<file path="src/rtl/mem_ctrl_if.sv">
// Request/grant and MAR/MDR/RAM strobe bundle between the control unit, mem_ctrl and the memory group.
// Handshake: a requester raises *_req with its address and keeps req up until it sees the one-cycle *_gnt; dropping req earlier is a withdrawal.
interface mem_ctrl_if #(
    parameter int AW = 9
);
    logic          fetch_req;
    logic [AW-1:0] fetch_addr;
    logic          data_req;
    logic          data_we;
    logic [AW-1:0] data_addr;
    logic          fetch_gnt;
    logic          data_gnt;
    logic          done;
    logic          done_id;
    logic          err;
    logic          busy;
    logic [AW-1:0] mar_addr;
    logic          mar_en;
    logic          mdr_read;
    logic          mdr_en;
    logic          mem_rd;
    logic          mem_wr;
    logic          mem_ready;

    modport slave (
        input  fetch_req, fetch_addr, data_req, data_we, data_addr, mem_ready,
        output fetch_gnt, data_gnt, done, done_id, err, busy,
               mar_addr, mar_en, mdr_read, mdr_en, mem_rd, mem_wr
    );

    modport master (
        output fetch_req, fetch_addr, data_req, data_we, data_addr, mem_ready,
        input  fetch_gnt, data_gnt, done, done_id, err, busy,
               mar_addr, mar_en, mdr_read, mdr_en, mem_rd, mem_wr
    );
endinterface

</file>
<file path="src/rtl/mem_ctrl.sv">
// Round-robin fetch/data arbiter and MAR/RAM/MDR access sequencer (IDLE -> ADDR -> ACCESS -> DONE).
// Optional access timeout is compiled in with MEM_CTRL_TIMEOUT_EN.
module mem_ctrl #(
    parameter int AW      = 9,
    parameter int TIMEOUT = 15
) (
    input  logic        clk,
    input  logic        clear,
    mem_ctrl_if.slave   bus,
    output logic [1:0]  state_dbg
);

    typedef enum logic [1:0] {
        IDLE   = 2'd0,
        ADDR   = 2'd1,
        ACCESS = 2'd2,
        DONE   = 2'd3
    } state_t;

    if (TIMEOUT < 1 || TIMEOUT > 255) begin : g_bad_timeout
        $error("mem_ctrl: TIMEOUT must be in 1..255");
    end

    state_t        state;
    logic          last_id;
    logic          lat_id;
    logic          lat_we;
    logic [AW-1:0] mar_addr_q;
    logic          fetch_gnt_q;
    logic          data_gnt_q;
    logic          mar_en_q;
    logic          done_q;
    logic          done_id_q;
    logic          err_q;
    logic          busy_q;
    logic          mem_rd_q;
    logic          mem_wr_q;
    logic          mdr_read_q;

    logic          any_req;
    logic          pick_id;
    logic          timed_out;

    // Tie goes to the requester that did not win last time; last_id resets to data so fetch wins first.
    always_comb begin
        any_req = bus.fetch_req | bus.data_req;
        pick_id = 1'b0;
        if (bus.fetch_req && bus.data_req) begin
            pick_id = ~last_id;
        end else begin
            pick_id = bus.data_req;
        end
    end

`ifdef MEM_CTRL_TIMEOUT_EN
    localparam logic [7:0] TIMEOUT_CNT = 8'(TIMEOUT);
    logic [7:0] wait_cnt;
    assign timed_out = !bus.mem_ready && ((wait_cnt + 8'd1) == TIMEOUT_CNT);
`else
    assign timed_out = 1'b0;
`endif

    always_ff @(posedge clk or negedge clear) begin
        if (!clear) begin
            state       <= IDLE;
            last_id     <= 1'b1;
            lat_id      <= 1'b0;
            lat_we      <= 1'b0;
            mar_addr_q  <= '0;
            fetch_gnt_q <= 1'b0;
            data_gnt_q  <= 1'b0;
            mar_en_q    <= 1'b0;
            done_q      <= 1'b0;
            done_id_q   <= 1'b0;
            err_q       <= 1'b0;
            busy_q      <= 1'b0;
            mem_rd_q    <= 1'b0;
            mem_wr_q    <= 1'b0;
            mdr_read_q  <= 1'b0;
`ifdef MEM_CTRL_TIMEOUT_EN
            wait_cnt    <= 8'd0;
`endif
        end else begin
            fetch_gnt_q <= 1'b0;
            data_gnt_q  <= 1'b0;
            mar_en_q    <= 1'b0;
            done_q      <= 1'b0;
            err_q       <= 1'b0;
            case (state)
                // DONE accepts like IDLE so a waiting request issues back-to-back.
                IDLE, DONE: begin
                    if (any_req) begin
                        state       <= ADDR;
                        busy_q      <= 1'b1;
                        lat_id      <= pick_id;
                        last_id     <= pick_id;
                        lat_we      <= pick_id & bus.data_we;
                        mar_addr_q  <= pick_id ? bus.data_addr : bus.fetch_addr;
                        mar_en_q    <= 1'b1;
                        fetch_gnt_q <= ~pick_id;
                        data_gnt_q  <= pick_id;
                    end else begin
                        state  <= IDLE;
                        busy_q <= 1'b0;
                    end
                end
                ADDR: begin
                    state      <= ACCESS;
                    mem_rd_q   <= ~lat_we;
                    mem_wr_q   <= lat_we;
                    mdr_read_q <= ~lat_we;
`ifdef MEM_CTRL_TIMEOUT_EN
                    wait_cnt   <= 8'd0;
`endif
                end
                ACCESS: begin
                    if (bus.mem_ready || timed_out) begin
                        state      <= DONE;
                        mem_rd_q   <= 1'b0;
                        mem_wr_q   <= 1'b0;
                        mdr_read_q <= 1'b0;
                        done_q     <= 1'b1;
                        done_id_q  <= lat_id;
                        err_q      <= timed_out;
                    end
`ifdef MEM_CTRL_TIMEOUT_EN
                    else begin
                        wait_cnt <= wait_cnt + 8'd1;
                    end
`endif
                end
                default: state <= IDLE;
            endcase
        end
    end

    assign bus.fetch_gnt = fetch_gnt_q;
    assign bus.data_gnt  = data_gnt_q;
    assign bus.done      = done_q;
    assign bus.done_id   = done_id_q;
    assign bus.err       = err_q;
    assign bus.busy      = busy_q;
    assign bus.mar_addr  = mar_addr_q;
    assign bus.mar_en    = mar_en_q;
    assign bus.mdr_read  = mdr_read_q;
    assign bus.mem_rd    = mem_rd_q;
    assign bus.mem_wr    = mem_wr_q;
    // Only combinational path from an input: the MDR loads on the same edge memory reports ready.
    assign bus.mdr_en    = mdr_read_q & bus.mem_ready;
    assign state_dbg     = state;

endmodule

</file>
<file path="src/flat_wrapper.sv">
// flat-port wrapper written by rule: the top's interface ports become plain ports
module mem_ctrl_flat 
#(
    parameter int AW      = 9,
    parameter int TIMEOUT = 15
)
  (clk, clear, state_dbg, bus_fetch_req, bus_fetch_addr, bus_data_req, bus_data_we, bus_data_addr, bus_mem_ready, bus_fetch_gnt, bus_data_gnt, bus_done, bus_done_id, bus_err, bus_busy, bus_mar_addr, bus_mar_en, bus_mdr_read, bus_mdr_en, bus_mem_rd, bus_mem_wr);
  mem_ctrl_if #(.AW(AW)) bus_i ();
  input  logic clk;
  input  logic clear;
  output logic [1:0] state_dbg;
  input wire logic [$bits(bus_i.fetch_req)-1:0] bus_fetch_req;
  input wire logic [$bits(bus_i.fetch_addr)-1:0] bus_fetch_addr;
  input wire logic [$bits(bus_i.data_req)-1:0] bus_data_req;
  input wire logic [$bits(bus_i.data_we)-1:0] bus_data_we;
  input wire logic [$bits(bus_i.data_addr)-1:0] bus_data_addr;
  input wire logic [$bits(bus_i.mem_ready)-1:0] bus_mem_ready;
  output wire logic [$bits(bus_i.fetch_gnt)-1:0] bus_fetch_gnt;
  output wire logic [$bits(bus_i.data_gnt)-1:0] bus_data_gnt;
  output wire logic [$bits(bus_i.done)-1:0] bus_done;
  output wire logic [$bits(bus_i.done_id)-1:0] bus_done_id;
  output wire logic [$bits(bus_i.err)-1:0] bus_err;
  output wire logic [$bits(bus_i.busy)-1:0] bus_busy;
  output wire logic [$bits(bus_i.mar_addr)-1:0] bus_mar_addr;
  output wire logic [$bits(bus_i.mar_en)-1:0] bus_mar_en;
  output wire logic [$bits(bus_i.mdr_read)-1:0] bus_mdr_read;
  output wire logic [$bits(bus_i.mdr_en)-1:0] bus_mdr_en;
  output wire logic [$bits(bus_i.mem_rd)-1:0] bus_mem_rd;
  output wire logic [$bits(bus_i.mem_wr)-1:0] bus_mem_wr;
  assign bus_i.fetch_req = bus_fetch_req;
  assign bus_i.fetch_addr = bus_fetch_addr;
  assign bus_i.data_req = bus_data_req;
  assign bus_i.data_we = bus_data_we;
  assign bus_i.data_addr = bus_data_addr;
  assign bus_i.mem_ready = bus_mem_ready;
  assign bus_fetch_gnt = bus_i.fetch_gnt;
  assign bus_data_gnt = bus_i.data_gnt;
  assign bus_done = bus_i.done;
  assign bus_done_id = bus_i.done_id;
  assign bus_err = bus_i.err;
  assign bus_busy = bus_i.busy;
  assign bus_mar_addr = bus_i.mar_addr;
  assign bus_mar_en = bus_i.mar_en;
  assign bus_mdr_read = bus_i.mdr_read;
  assign bus_mdr_en = bus_i.mdr_en;
  assign bus_mem_rd = bus_i.mem_rd;
  assign bus_mem_wr = bus_i.mem_wr;
  mem_ctrl #(.AW(AW), .TIMEOUT(TIMEOUT)) u_core (.clk(clk), .clear(clear), .bus(bus_i), .state_dbg(state_dbg));
endmodule
</file>
<file path="config.mk">
export PLATFORM = sky130hd
export DESIGN_NAME = mem_ctrl_flat
export DESIGN_NICKNAME = d
export VERILOG_FILES = /design/src/rtl/mem_ctrl_if.sv /design/src/rtl/mem_ctrl.sv /design/src/flat_wrapper.sv
export SDC_FILE = /design/constraint.sdc
export NUM_CORES = 1
export LEC_CHECK = 0
export ABC_AREA = 1
export BUFFER_PORTS_ARGS = -buffer_cell sky130_fd_sc_hd__buf_4
export CORE_ASPECT_RATIO = 0.9
export CORE_UTILIZATION = 41
export DETAILED_ROUTE_END_ITERATION = 10
export PLACE_DENSITY = 0.73
export SYNTH_ARGS = -nofsm -noshare
export SYNTH_HDL_FRONTEND = slang
export SYNTH_SLANG_ARGS = --single-unit
export TNS_END_PERCENT = 5
</file>
<file path="constraint.sdc">
create_clock -name clk -period 1.2 [get_ports clk]
set_input_delay 0.24 -clock clk [delete_from_list [all_inputs] [get_ports clk]]
set_output_delay 0.24 -clock clk [all_outputs]
set_load 0.05 [all_outputs]
</file>
==> Word-level counts from Yosys, hierarchy flattened <==
Cells that the tools add are included.
{ "totals": {"regBits": 22, "in_bits": 24, "output_inout_bits": 22, "wordCells": 46} }
{ "op_classes": {"eq_ne": 4, "n_mux": 16, "bitwise": 6, "n_reduce_logical": 7} }
{ "ops": {"columns": ["cell", "n"], "rows": [
  ["two-way mux 1 bit", 11],
  ["two-way mux 9 bit", 1],
  ["case mux 2 bit (3 select lines)", 1],
  ["AND reduction 2 bit", 3],
  ["== test 2 bit (second input constant)", 2],
  ["case mux 1 bit (2 select lines)", 2],
  ["NOT 1 bit", 3],
  ["AND 1 bit", 2],
  ["== test 2 x 1 -> 1 bit (second input constant)", 1],
  ["logical NOT 2 bit", 1],
  ["two-way mux 2 bit", 1],
  ["inequality test 2 bit (second input constant)", 1],
  ["nonzero test 2 bit", 1],
  ["OR reduction 2 bit", 1],
  ["logical AND 1 bit", 1],
  ["OR 1 bit", 1]
]} }

==> Depth between registers and ports, before layout <==
Gate-level depths: netlist (run 1).
{ "depth": {"word_depth": 5, "mapped_depth": 8, "depth_no_buf": 7} }

==> Worst setup path before layout (run 1) <==
No wires, ideal clock.
{ "synth_timing": {"path_kind": "reg-to-reg", "start": "register u_core.state[0] (netlist: u_core.state_dbg[0])", "end": "register u_core.mar_addr_q[0] (netlist: u_core.bus.mar_addr[0])", "setup_ns": 0.118, "arrival_ns": 1.530, "t_required_ns": 1.082, "setup_slack_ns": -0.448, "stages_incl_launch_ff": 9, "path_buffers": 1, "period_less_slack_ns": 1.648, "path_cell_list": "dfrtp_1 -> inv_1 -> ha_1 -> inv_1 -> nor2_4 -> inv_2 -> buf_6 -> nand2_1 -> nand2_1"} }
{ "synth_between": {"elab_chain_cells": 3, "word_cells_on_any_way": 4, "classes_between": "eq/ne (1); reduce/logical (3)"} }
{ "synth_lines": {"columns": ["item", "line", "rtl"], "rows": [
  ["start, declared", "mem_ctrl.sv:24", "state_t state;"],
  ["start signal, assigned", "mem_ctrl.sv:65", "state <= IDLE;"],
  ["start signal, assigned", "mem_ctrl.sv:93", "state <= ADDR;"],
  ["start signal, assigned", "mem_ctrl.sv:103", "state <= IDLE;"],
  ["== test 2 bit or logical NOT 2 bit (tied branches)", "mem_ctrl.sv:89", "case (state)"],
  ["OR reduction 2 bit (*)", "mem_ctrl.sv:89", null],
  ["AND reduction 2 bit (no line) (*)", null, null],
  ["end signal, assigned", "mem_ctrl.sv:98", "mar_addr_q <= pick_id ? bus.data_addr : bus.fetch_addr;"],
  ["end, declared", "mem_ctrl.sv:28", "logic [AW-1:0] mar_addr_q;"]
]} }
Every way passes the cells marked *; elsewhere a longest branch is shown, timed or not.
A chain may end at the register's enable or synchronous reset.

==> Worst setup path in the final report (run 1) <==
{ "layout_timing": {"start": "register u_core.state[1] (netlist: u_core.state_dbg[1])", "end": "output state_dbg[1]"} }
{ "layout_lines": {"columns": ["item", "line", "rtl"], "rows": [
  ["end, declared", "flat_wrapper.sv:11", "output logic [1:0] state_dbg;"]
]} }
No word-level cell between the ends.

==> results of run 1 <==
## final cells by class
| type | count | area [um2] | area share |
|---|---|---|---|
| Clock buffer | 3 | 22.5 | 0.0145 |
| Clock inverter | 1 | 30.0 | 0.0194 |
| Inverter | 28 | 108 | 0.0694 |
| Multi-Input combinational cell | 79 | 383 | 0.247 |
| Sequential cell | 22 | 554 | 0.357 |
| Tap cell | 28 | 35.0 | 0.0226 |
| Timing Repair Buffer | 53 | 419 | 0.270 |
## kinds of logic (layout without fill, tap and decap cells)
kind of cell,Yosys count,in the layout
other cells,1,1
buf+inv,34,85
simple gates,70,70
flops,22,22
compound gates,6,6
fa+ha+maj,2,2
## worst max-delay path, delay by kind of cell (launching register included)
kind / cells / cell delay [ns]
flip-flops: 1 / 0.45
buffers and inverters: 2 / 0.27
## worst max path at each step
stage / from / end / cells after the start / slack (ns)
floorplan: u_core.state_dbg[0] / u_core.bus.mar_addr[0] / 8 / -0.21
global placement: u_core.state_dbg[1] / u_core.bus.mar_addr[2] / 6 / 0.02
detailed placement: u_core.state_dbg[1] / u_core.bus.mar_addr[3] / 6 / -0.03
CTS: u_core.state_dbg[1] / state_dbg[1] / 2 / -0.08
global route: u_core.state_dbg[1] / u_core.bus.mar_addr[3] / 6 / -0.17
finish: u_core.state_dbg[1] / state_dbg[1] / 2 / -0.06
## registers in the layout, indices dropped and copies added (netlist names)
name / flops
u_core.bus.mar_en: 1
u_core.bus.mdr_read: 1
u_core.last_id: 1
u_core.lat_we: 1
u_core.bus.done_id: 1
u_core.bus.done: 1
u_core.bus.mar_addr: 9
u_core.bus.fetch_gnt: 1
u_core.lat_id: 1
u_core.bus.mem_wr: 1
u_core.state_dbg: 2
u_core.bus.busy: 1
u_core.bus.data_gnt: 1
## stage by stage
| stage | setup WS, ns | hold WS (ns) | cells | cell area (um2) |
|---|---|---|---|---|
| 6_report | -0.0629 | 0.128 | 214 | 1550 |
| 5_1_grt | -0.168 | 0.129 | 214 | 1550 |
| 4_1_cts | -0.0787 | 0.113 | 214 | 1550 |
| 3_5_place_dp | -0.0336 | 0.145 | 207 | 1450 |
| 3_3_place_gp | 0.0196 | 0.140 | 207 | 1450 |
| 2_1_floorplan | -0.211 | -0.0556 | 135 | 1080 |
## power by group
part	internal, mW	total, mW	switching [mW]
clock	0.337	0.560	0.222
sequential	1.13	1.33	0.202
combinational	1.11	3.23	2.12
## repair_timing
item / 4_1_cts / 5_1_grt
gates resized for setup: 6 / 2
pin swaps: 1 / 1
gates cloned: 0 / 0
endpoints found under the hold margin: 21 / 0
setup buffers: 2 / 0
endpoints found under the setup margin: 15 / 22
hold buffers: 1 / 0
## cells in the final DEF (no fill, tap or decap), types with 2 or more instances in the layout
cell	count
dfrtp_1	19
inv_1	25
nand2_2	2
dfrtp_2	2
buf_6	3
nand3_1	20
inv_2	2
o21ai_0	3
nand2_1	43
clkbuf_4	3
buf_4	48
nor2_2	3
## per-layer routing
metal,wire [um],share of wire,track usage,vias up
li1,-,-,-,502
met1,960,0.46,0.218,415
met2,952,0.45,0.279,36
met3,146,0.070,0.0361,4
met4,38,0.018,0.0750,0
met5,0,0,0,-
==> impl_metrics.json, run 1 <==
{
  "status": "finished with violations",
  "failed_checks": "negative setup slack",
  "hp-start": "bus_data_we",
  "antenna_found_initial": 0,
  "synth_top_family_by_area": "simple AND/OR/NAND/NOR gates",
  "fin_skew_ns": 0.00134,
  "min_to": "u_core.lat_we",
  "insertion_delay_ns": 0.30,
  "hold_path_depth": 3,
  "dr.first_iter.drc_count": 15,
  "period_needed_ns": 1.26,
  "crit_arrival_ns": 1.02,
  "drive_above_1_share": 0.376,
  "syn2layout_area_growth_pct": 45.5,
  "slew_violations": 0,
  "ys_ff_latch": 22,
  "num_vias": 957,
  "power-per-cell-area_nw_per_um2": 3300,
  "cts_tree": "done",
  "synth-compound-area-share": 0.0317,
  "leakage_nw": 0.902,
  "setup_viol": 16,
  "crit_required_ns": 0.96,
  "fin_nets": 213,
  "cts-root-buf": "clkbuf_4",
  "grt_usage": 0.170,
  "ys_top_cells_by_count": "nand2_1, inv_1, dfrtp_1",
  "cts_buffers": 3,
  "finalHoldViolations": 0,
  "netlist.area_leader.share": 0.493,
  "synth_area_leaders": "dfrtp_1, nand2_1, inv_1, nand3_1, dfstp_2",
  "drtPass1Iterations": 4,
  "worstSetupStartpointType": "flip-flop",
  "yosys_warnings": 0,
  "die_width_um": 55.8,
  "vdd_drop_max_mv": 2.60,
  "nFillCells": 220,
  "muxShareOfSynthArea": 0,
  "tns_ns": -0.553,
  "cts.reportedPaths.clkPinSlew_ns": 0.12,
  "vias_per_cell": 4.47,
  "rsz0062_at_grt": "yes",
  "synthSimpleGateAreaFrac": 0.284,
  "r2r-end": "u_core.bus.mar_addr[3]",
  "min_period_over_period": 1.05,
  "n_antenna_cell": 0,
  "start_util": 0.432,
  "drc_errors": 0,
  "r2r_slack_ns": -0.05,
  "cts_buffer_depth": 2,
  "ant_nets": 0,
  "core_area_um2": 2470,
  "yosys.area_share.adder": 0.0235,
  "crit_fanout": 3,
  "grt_pass1_wl_um": 3700,
  "min_path_type": "input port to flip-flop",
  "synth.cell_area_um2": 1070,
  "gp_congestion": 0.716,
  "die_area_um2": 2810,
  "synthFlopType": "dfrtp_1",
  "io_buffers": 44,
  "grt_pass1_vias": 889,
  "post_drt_wl_per_cell_um": 9.80,
  "rr_worst_depth": 6,
  "post-route-util": 0.629,
  "boundaryPins": 46,
  "grt_max_degree": 23,
  "crit_slowest_cell": "dfrtp_2",
  "syn_nets": 161,
  "synth-seq-area-share": 0.518,
  "syn_area_per_cell_um2": 7.90,
  "wl_um": 2100,
  "critPathCaptureType": "primary output",
  "synth_top_cell_by_area": "dfrtp_1",
  "synth_async_sr_flop_share": 1.00,
  "setup_ws_ns": -0.0629,
  "overflow": 0,
  "placementRows": 17,
  "maxCapViolCount": 0,
  "path_cells": "buf_6 > buf_8",
  "synth_edf_count": 0,
  "synth_xor_area_frac": 0,
  "clock.fmax_mhz": 792,
  "synth.distinct_cells": 18,
  "die_h_um": 50.4,
  "finalPower_mw": 5.12,
  "slowest_delay_ns": 0.45,
  "synth.most_common_cell": "nand2_1",
  "clock_sinks": 22,
  "critical_path_class": "flip-flop to primary output",
  "cts_max_level": 1,
  "dpl.hpwl_um": 1620,
  "syn_inst": 135,
  "r2r_start": "u_core.state_dbg[1]"
}
Power figures use the tool's default switching activity.
==> run 2: changes to the inputs <==
--- a/config.mk
+++ b/config.mk
@@ -6,7 +6,7 @@
 export NUM_CORES = 1
 export LEC_CHECK = 0
 export ABC_AREA = 1
-export BUFFER_PORTS_ARGS = -buffer_cell sky130_fd_sc_hd__buf_4
+export BUFFER_PORTS_ARGS = -buffer_cell sky130_fd_sc_hd__buf_2
 export CORE_ASPECT_RATIO = 0.9
 export CORE_UTILIZATION = 41
 export DETAILED_ROUTE_END_ITERATION = 10
==> constraint.sdc (replaced) <==
create_clock -name clk -period 1.2 [get_ports clk]
set_input_delay 0.12 -clock clk [delete_from_list [all_inputs] [get_ports clk]]
set_output_delay 0.12 -clock clk [all_outputs]
set_load 0.05 [all_outputs]
==> run 2 against run 1 <==
The flow still finishes with violations (negative setup slack). Sequential power barely moved. Non-clock buffer count did not move. Fmax rose by 1.6%. Final area fell by 8.4%. Setup slack improved by 0.020 ns. Core utilization fell by 5.3 points. Clock power fell by 27%. Die area did not move. Flip-flop and latch count did not move. Global-route usage fell by 0.34 points. Final cell count did not move. Wire length fell by 1.0%. Highest routed layer unchanged.
==> impl_metrics.json, run 2 (synthesis gave the netlist of run 1 again) <==
{
  "post_drt_wl_per_cell_um": 9.71,
  "clock_sinks": 22,
  "die_width_um": 55.8,
  "die_area_um2": 2810,
  "cts_max_level": 1,
  "intPower_mw": 2.17,
  "insertion_delay_ns": 0.31,
  "period_needed_ns": 1.24,
  "power_switching_mw": 2.52,
  "grt_pass1_wl_um": 3600,
  "die_h_um": 50.4,
  "vias_per_cell": 4.57,
  "min_period_over_period": 1.04,
  "leakage_nw": 0.860,
  "post_cts_buffers": 0,
  "drive_above_1_share": 0.366,
  "critPathCaptureType": "flip-flop",
  "path_delay_family": "flip-flops",
  "drc_errors": 0,
  "antenna_found_initial": 0,
  "status": "finished with violations",
  "cts-root-buf": "clkbuf_4",
  "power-per-cell-area_nw_per_um2": 3300,
  "worstSetupStartpointType": "flip-flop",
  "pwr-share-seq": 0.281,
  "vdd_drop_max_mv": 2.34,
  "finalHoldViolations": 0,
  "finalInstanceArea_um2": 1420,
  "fin_skew_ns": 0.00715,
  "core_area_um2": 2470,
  "ant_nets": 0,
  "wl_um": 2080,
  "dr.first_iter.drc_count": 25,
  "slowest_delay_ns": 0.45,
  "setup_viol": 12,
  "io_buffers": 44,
  "combPwrFrac": 0.632,
  "setup_ws_ns": -0.0425,
  "drtPass1Iterations": 4,
  "cts.reportedPaths.clkPinSlew_ns": 0.12,
  "final_cell_mix": "nand2_1, buf_2, inv_1",
  "placed_cell_area_um2": 1350,
  "crit_slowest_cell": "dfrtp_2",
  "path_cells": "ha_4 > inv_4 > nor2_4 > buf_4 > nand3_1 > nand2_1",
  "grt_usage": 0.167,
  "num_vias": 977,
  "boundaryPins": 46,
  "critical_path_class": "flip-flop to flip-flop",
  "crit_required_ns": 1.46,
  "slew_violations": 0,
  "path_buf_inv": 2,
  "gp_congestion": 0.718,
  "min_path_type": "input port to flip-flop",
  "largest_reg_flops": 9,
  "grt_pass1_vias": 836,
  "cts_buffer_depth": 2,
  "fin_nets": 213,
  "maxCapViolCount": 0,
  "start_util": 0.432,
  "syn2layout_area_growth_pct": 33.3,
  "crit_fanout": 5,
  "overflow": 0,
  "final_common_cell": "nand2_1",
  "failed_checks": "negative setup slack",
  "clock.fmax_mhz": 805,
  "cts_tree": "done",
  "post-route-util": 0.576,
  "n_antenna_cell": 0,
  "nFillCells": 241,
  "grt_max_degree": 23,
  "crit_arrival_ns": 1.50,
  "cts_buffers": 3,
  "clkPwrFrac": 0.087,
  "rsz0062_at_grt": "yes",
  "dpl.hpwl_um": 1620,
  "switching_share": 0.538,
  "placementRows": 17
}
[run 2: layer usage]
metal | GRT usage | vias to the layer above | share of wire
li1 | - | 505 | -
met1 | 0.214 | 430 | 0.47
met2 | 0.281 | 38 | 0.45
met3 | 0.0309 | 4 | 0.063
met4 | 0.0625 | 0 | 0.013
met5 | 0 | - | 0
[run 2: final timing paths]
path | start | end | slack [ns] | cells after the start
max | u_core.state_dbg[1] | u_core.bus.mar_addr[8] | -0.04 | 6
min | bus_fetch_addr[4] | u_core.bus.mar_addr[4] | 0.1 | 5
min in group asynchronous | clear | u_core.bus.busy | 0.29 | 2
min reg2reg | u_core.last_id | u_core.last_id | 0.48 | 2
max in group asynchronous | clear | u_core.last_id | 0.56 | 2
max reg2reg | u_core.state_dbg[1] | u_core.bus.mar_addr[8] | -0.04 | 6
[run 2: layout make-up]
type                       instances  area (um2)  share of cell area
timing repair buffer              53         308               0.217
clock buffer                       4        36.3              0.0255
sequential                        22         554               0.390
inverter                          28         108              0.0757
tap                               28        35.0              0.0246
multi-input combinational         79         380               0.268
[run 2: timing repair]
item	in CTS	in global routing
hold buffers	2	0
endpoints found under the setup margin	14	18
pin swaps	0	0
hold endpoints to repair	22	0
resized for setup	3	4
cloned	0	0
[run 2: power groups by stage]
stage	sequential, mW	combinational [mW]	clock (mW)
2_1_floorplan	2.42	1.15	0
3_3_place_gp	1.33	2.86	0
3_5_place_dp	1.33	2.92	0
4_1_cts	1.32	2.97	0.419
5_1_grt	1.37	3.21	0.448
6_report	1.32	2.97	0.407
[run 2: per-stage QoR]
stage | total power, mW | hold slack, ns | TNS, ns | cells | setup slack, ns
6_report | 4.69 | 0.0982 | -0.348 | 214 | -0.0425
3_3_place_gp | 4.18 | 0.108 | 0 | 208 | 0.0236
5_1_grt | 5.03 | 0.109 | -1.47 | 214 | -0.132
3_5_place_dp | 4.25 | 0.118 | -0.129 | 208 | -0.0218
4_1_cts | 4.71 | 0.0964 | -0.429 | 214 | -0.0478
2_1_floorplan | 3.57 | -0.176 | -2.42 | 135 | -0.211
[run 2: tightest hold or removal path, stage by stage]
cell	delay [ns]
buf_2	0.07
inv_1	0.03
nand2_1	0.05
nand3_1	0.06
nand2_1	0.06
==> run 3: changes to the inputs <==
--- a/config.mk
+++ b/config.mk
@@ -8,9 +8,10 @@
 export ABC_AREA = 1
 export BUFFER_PORTS_ARGS = -buffer_cell sky130_fd_sc_hd__buf_2
 export CORE_ASPECT_RATIO = 0.9
-export CORE_UTILIZATION = 41
+export CORE_UTILIZATION = 47
 export DETAILED_ROUTE_END_ITERATION = 10
-export PLACE_DENSITY = 0.73
+export PLACE_DENSITY = 0.79
+export SETUP_SLACK_MARGIN = 0.1
 export SYNTH_ARGS = -nofsm -noshare
 export SYNTH_HDL_FRONTEND = slang
 export SYNTH_SLANG_ARGS = --single-unit
==> constraint.sdc (replaced) <==
create_clock -name clk -period 1.61 [get_ports clk]
set_input_delay 0.161 -clock clk [delete_from_list [all_inputs] [get_ports clk]]
set_output_delay 0.161 -clock clk [all_outputs]
set_load 0.05 [all_outputs]
==> run 3 against run 2 <==
The run now ends clean. Fmax fell by 8.2%. Critical path type unchanged. Die area fell by 12%. Hold slack got worse by 0.049 ns. Final area fell by 6.1%. Wire length fell by 2.5%. Highest routed layer unchanged. Largest cell class unchanged. Clock-buffer cell count did not move. First-iteration DRC count fell by 28%. Non-clock buffer count fell by 5.
==> impl_metrics.json, run 3 (synthesis gave the netlist of run 1 again) <==
{
  "nFillCells": 184,
  "crit_required_ns": 1.85,
  "die_width_um": 52.2,
  "grt_max_degree": 23,
  "insertion_delay_ns": 0.30,
  "die_area_um2": 2460,
  "slowest_delay_ns": 0.40,
  "cts_max_level": 1,
  "n_antenna_cell": 0,
  "placementRows": 15,
  "post_drt_wl_per_cell_um": 9.83,
  "final_cell_mix": "nand2_1, buf_2, inv_1",
  "vias_per_cell": 4.52,
  "post-route-util": 0.659,
  "clock.fmax_mhz": 739,
  "grt_pass1_vias": 822,
  "rr_worst_depth": 7,
  "setup_ws_ns": 0.257,
  "slew_violations": 0,
  "grt_usage": 0.189,
  "rsz0062_at_grt": "no",
  "worstSetupStartpointType": "flip-flop",
  "grt_pass1_wl_um": 3330,
  "cts_tree": "done",
  "dpl.hpwl_um": 1550,
  "pre_cts_slack_ns": 0.0770,
  "largest_reg_flops": 9,
  "r2r_start": "u_core.state_dbg[0]",
  "cts-root-buf": "clkbuf_4",
  "start_util": 0.526,
  "die_h_um": 47.2,
  "antenna_found_initial": 0,
  "path_buf_inv": 3,
  "fin_skew_ns": 0.00709,
  "endpoint": "u_core.bus.mar_addr[6]",
  "maxCapViolCount": 0,
  "status": "finished clean",
  "min_period_over_period": 0.840,
  "min_path_type": "input port to flip-flop",
  "path_delay_family": "flip-flops",
  "syn2layout_area_growth_pct": 25.2,
  "finalHoldViolations": 0,
  "core_area_um2": 2030,
  "critical_path_class": "flip-flop to flip-flop",
  "gp_congestion": 0.740,
  "cts_buffer_depth": 2,
  "period_needed_ns": 1.35,
  "tns_ns": 0,
  "num_vias": 932,
  "setup_viol": 0,
  "drc_errors": 0,
  "fin_nets": 208,
  "crit_slowest_cell": "dfrtp_2",
  "overflow": 0,
  "hold_path_depth": 3,
  "cp-startpoint": "u_core.state_dbg[0]",
  "drtPass1Iterations": 5,
  "cts.reportedPaths.clkPinSlew_ns": 0.12,
  "crit_arrival_ns": 1.59,
  "r2r-end": "u_core.bus.mar_addr[6]",
  "boundaryPins": 46,
  "r2r_slack_ns": 0.26,
  "critPathCaptureType": "flip-flop",
  "dr.first_iter.drc_count": 18,
  "clock_sinks": 22,
  "ant_nets": 0,
  "cts_buffers": 3,
  "path_cells": "inv_1 > ha_1 > inv_1 > nor2_4 > inv_2 > nand2_1 > nand2_1",
  "crit_cells": 7,
  "drive_above_1_share": 0.326,
  "wl_um": 2030,
  "crit_fanout": 13,
  "io_buffers": 44
}
==> run 3: layout make-up <==
type	instances	area (um2)	area share
Timing Repair Buffer	48	253	0.189
Tap cell	25	31.3	0.0234
Sequential cell	22	554	0.415
Clock buffer	4	26.3	0.0197
Multi-Input combinational cell	79	365	0.274
Inverter	28	105	0.0787
==> run 3: worst min-delay path by stage <==
stage	start	to	slack (ns)
floorplan	clear	u_core.bus.busy	-0.13
global placement	clear	u_core.bus.done_id	0.14
detailed placement	clear	u_core.bus.done_id	0.15
CTS	bus_data_we	u_core.lat_we	0.04
global route	bus_data_we	u_core.lat_we	0.05
finish	bus_data_we	u_core.lat_we	0.05
==> run 3: through the flow <==
step | hold WS, ns | cells | cell area [um2]
floorplan | -0.135 | 135 | 1070
global placement | 0.138 | 199 | 1280
detailed placement | 0.154 | 199 | 1280
CTS | 0.0445 | 206 | 1340
global route | 0.0491 | 206 | 1340
finish | 0.0491 | 206 | 1340
==> run 3: worst min-delay path: stages <==
cell	delay (ns)
buf_2	0.07
nand2_1	0.04
nand2_1	0.04
==> run 3: layer usage <==
| layer | part of all wire | track usage | vias to the layer above |
|---|---|---|---|
| li1 | - | - | 489 |
| met1 | 0.47 | 0.247 | 412 |
| met2 | 0.47 | 0.313 | 29 |
| met3 | 0.058 | 0.0453 | 2 |
| met4 | 0.0059 | 0.0632 | 0 |
| met5 | 0 | 0 | - |
==> run 3: what timing repair did <==
action	CTS	global route
buffers inserted	2	0
endpoints found under the hold margin	21	0
endpoints found under the setup margin	12	0
hold buffers	1	0
gates resized for setup	0	0
Power of run 3 is not shown: default switching activity piles up to over one toggle a cycle in this logic, so the estimate is an artifact.
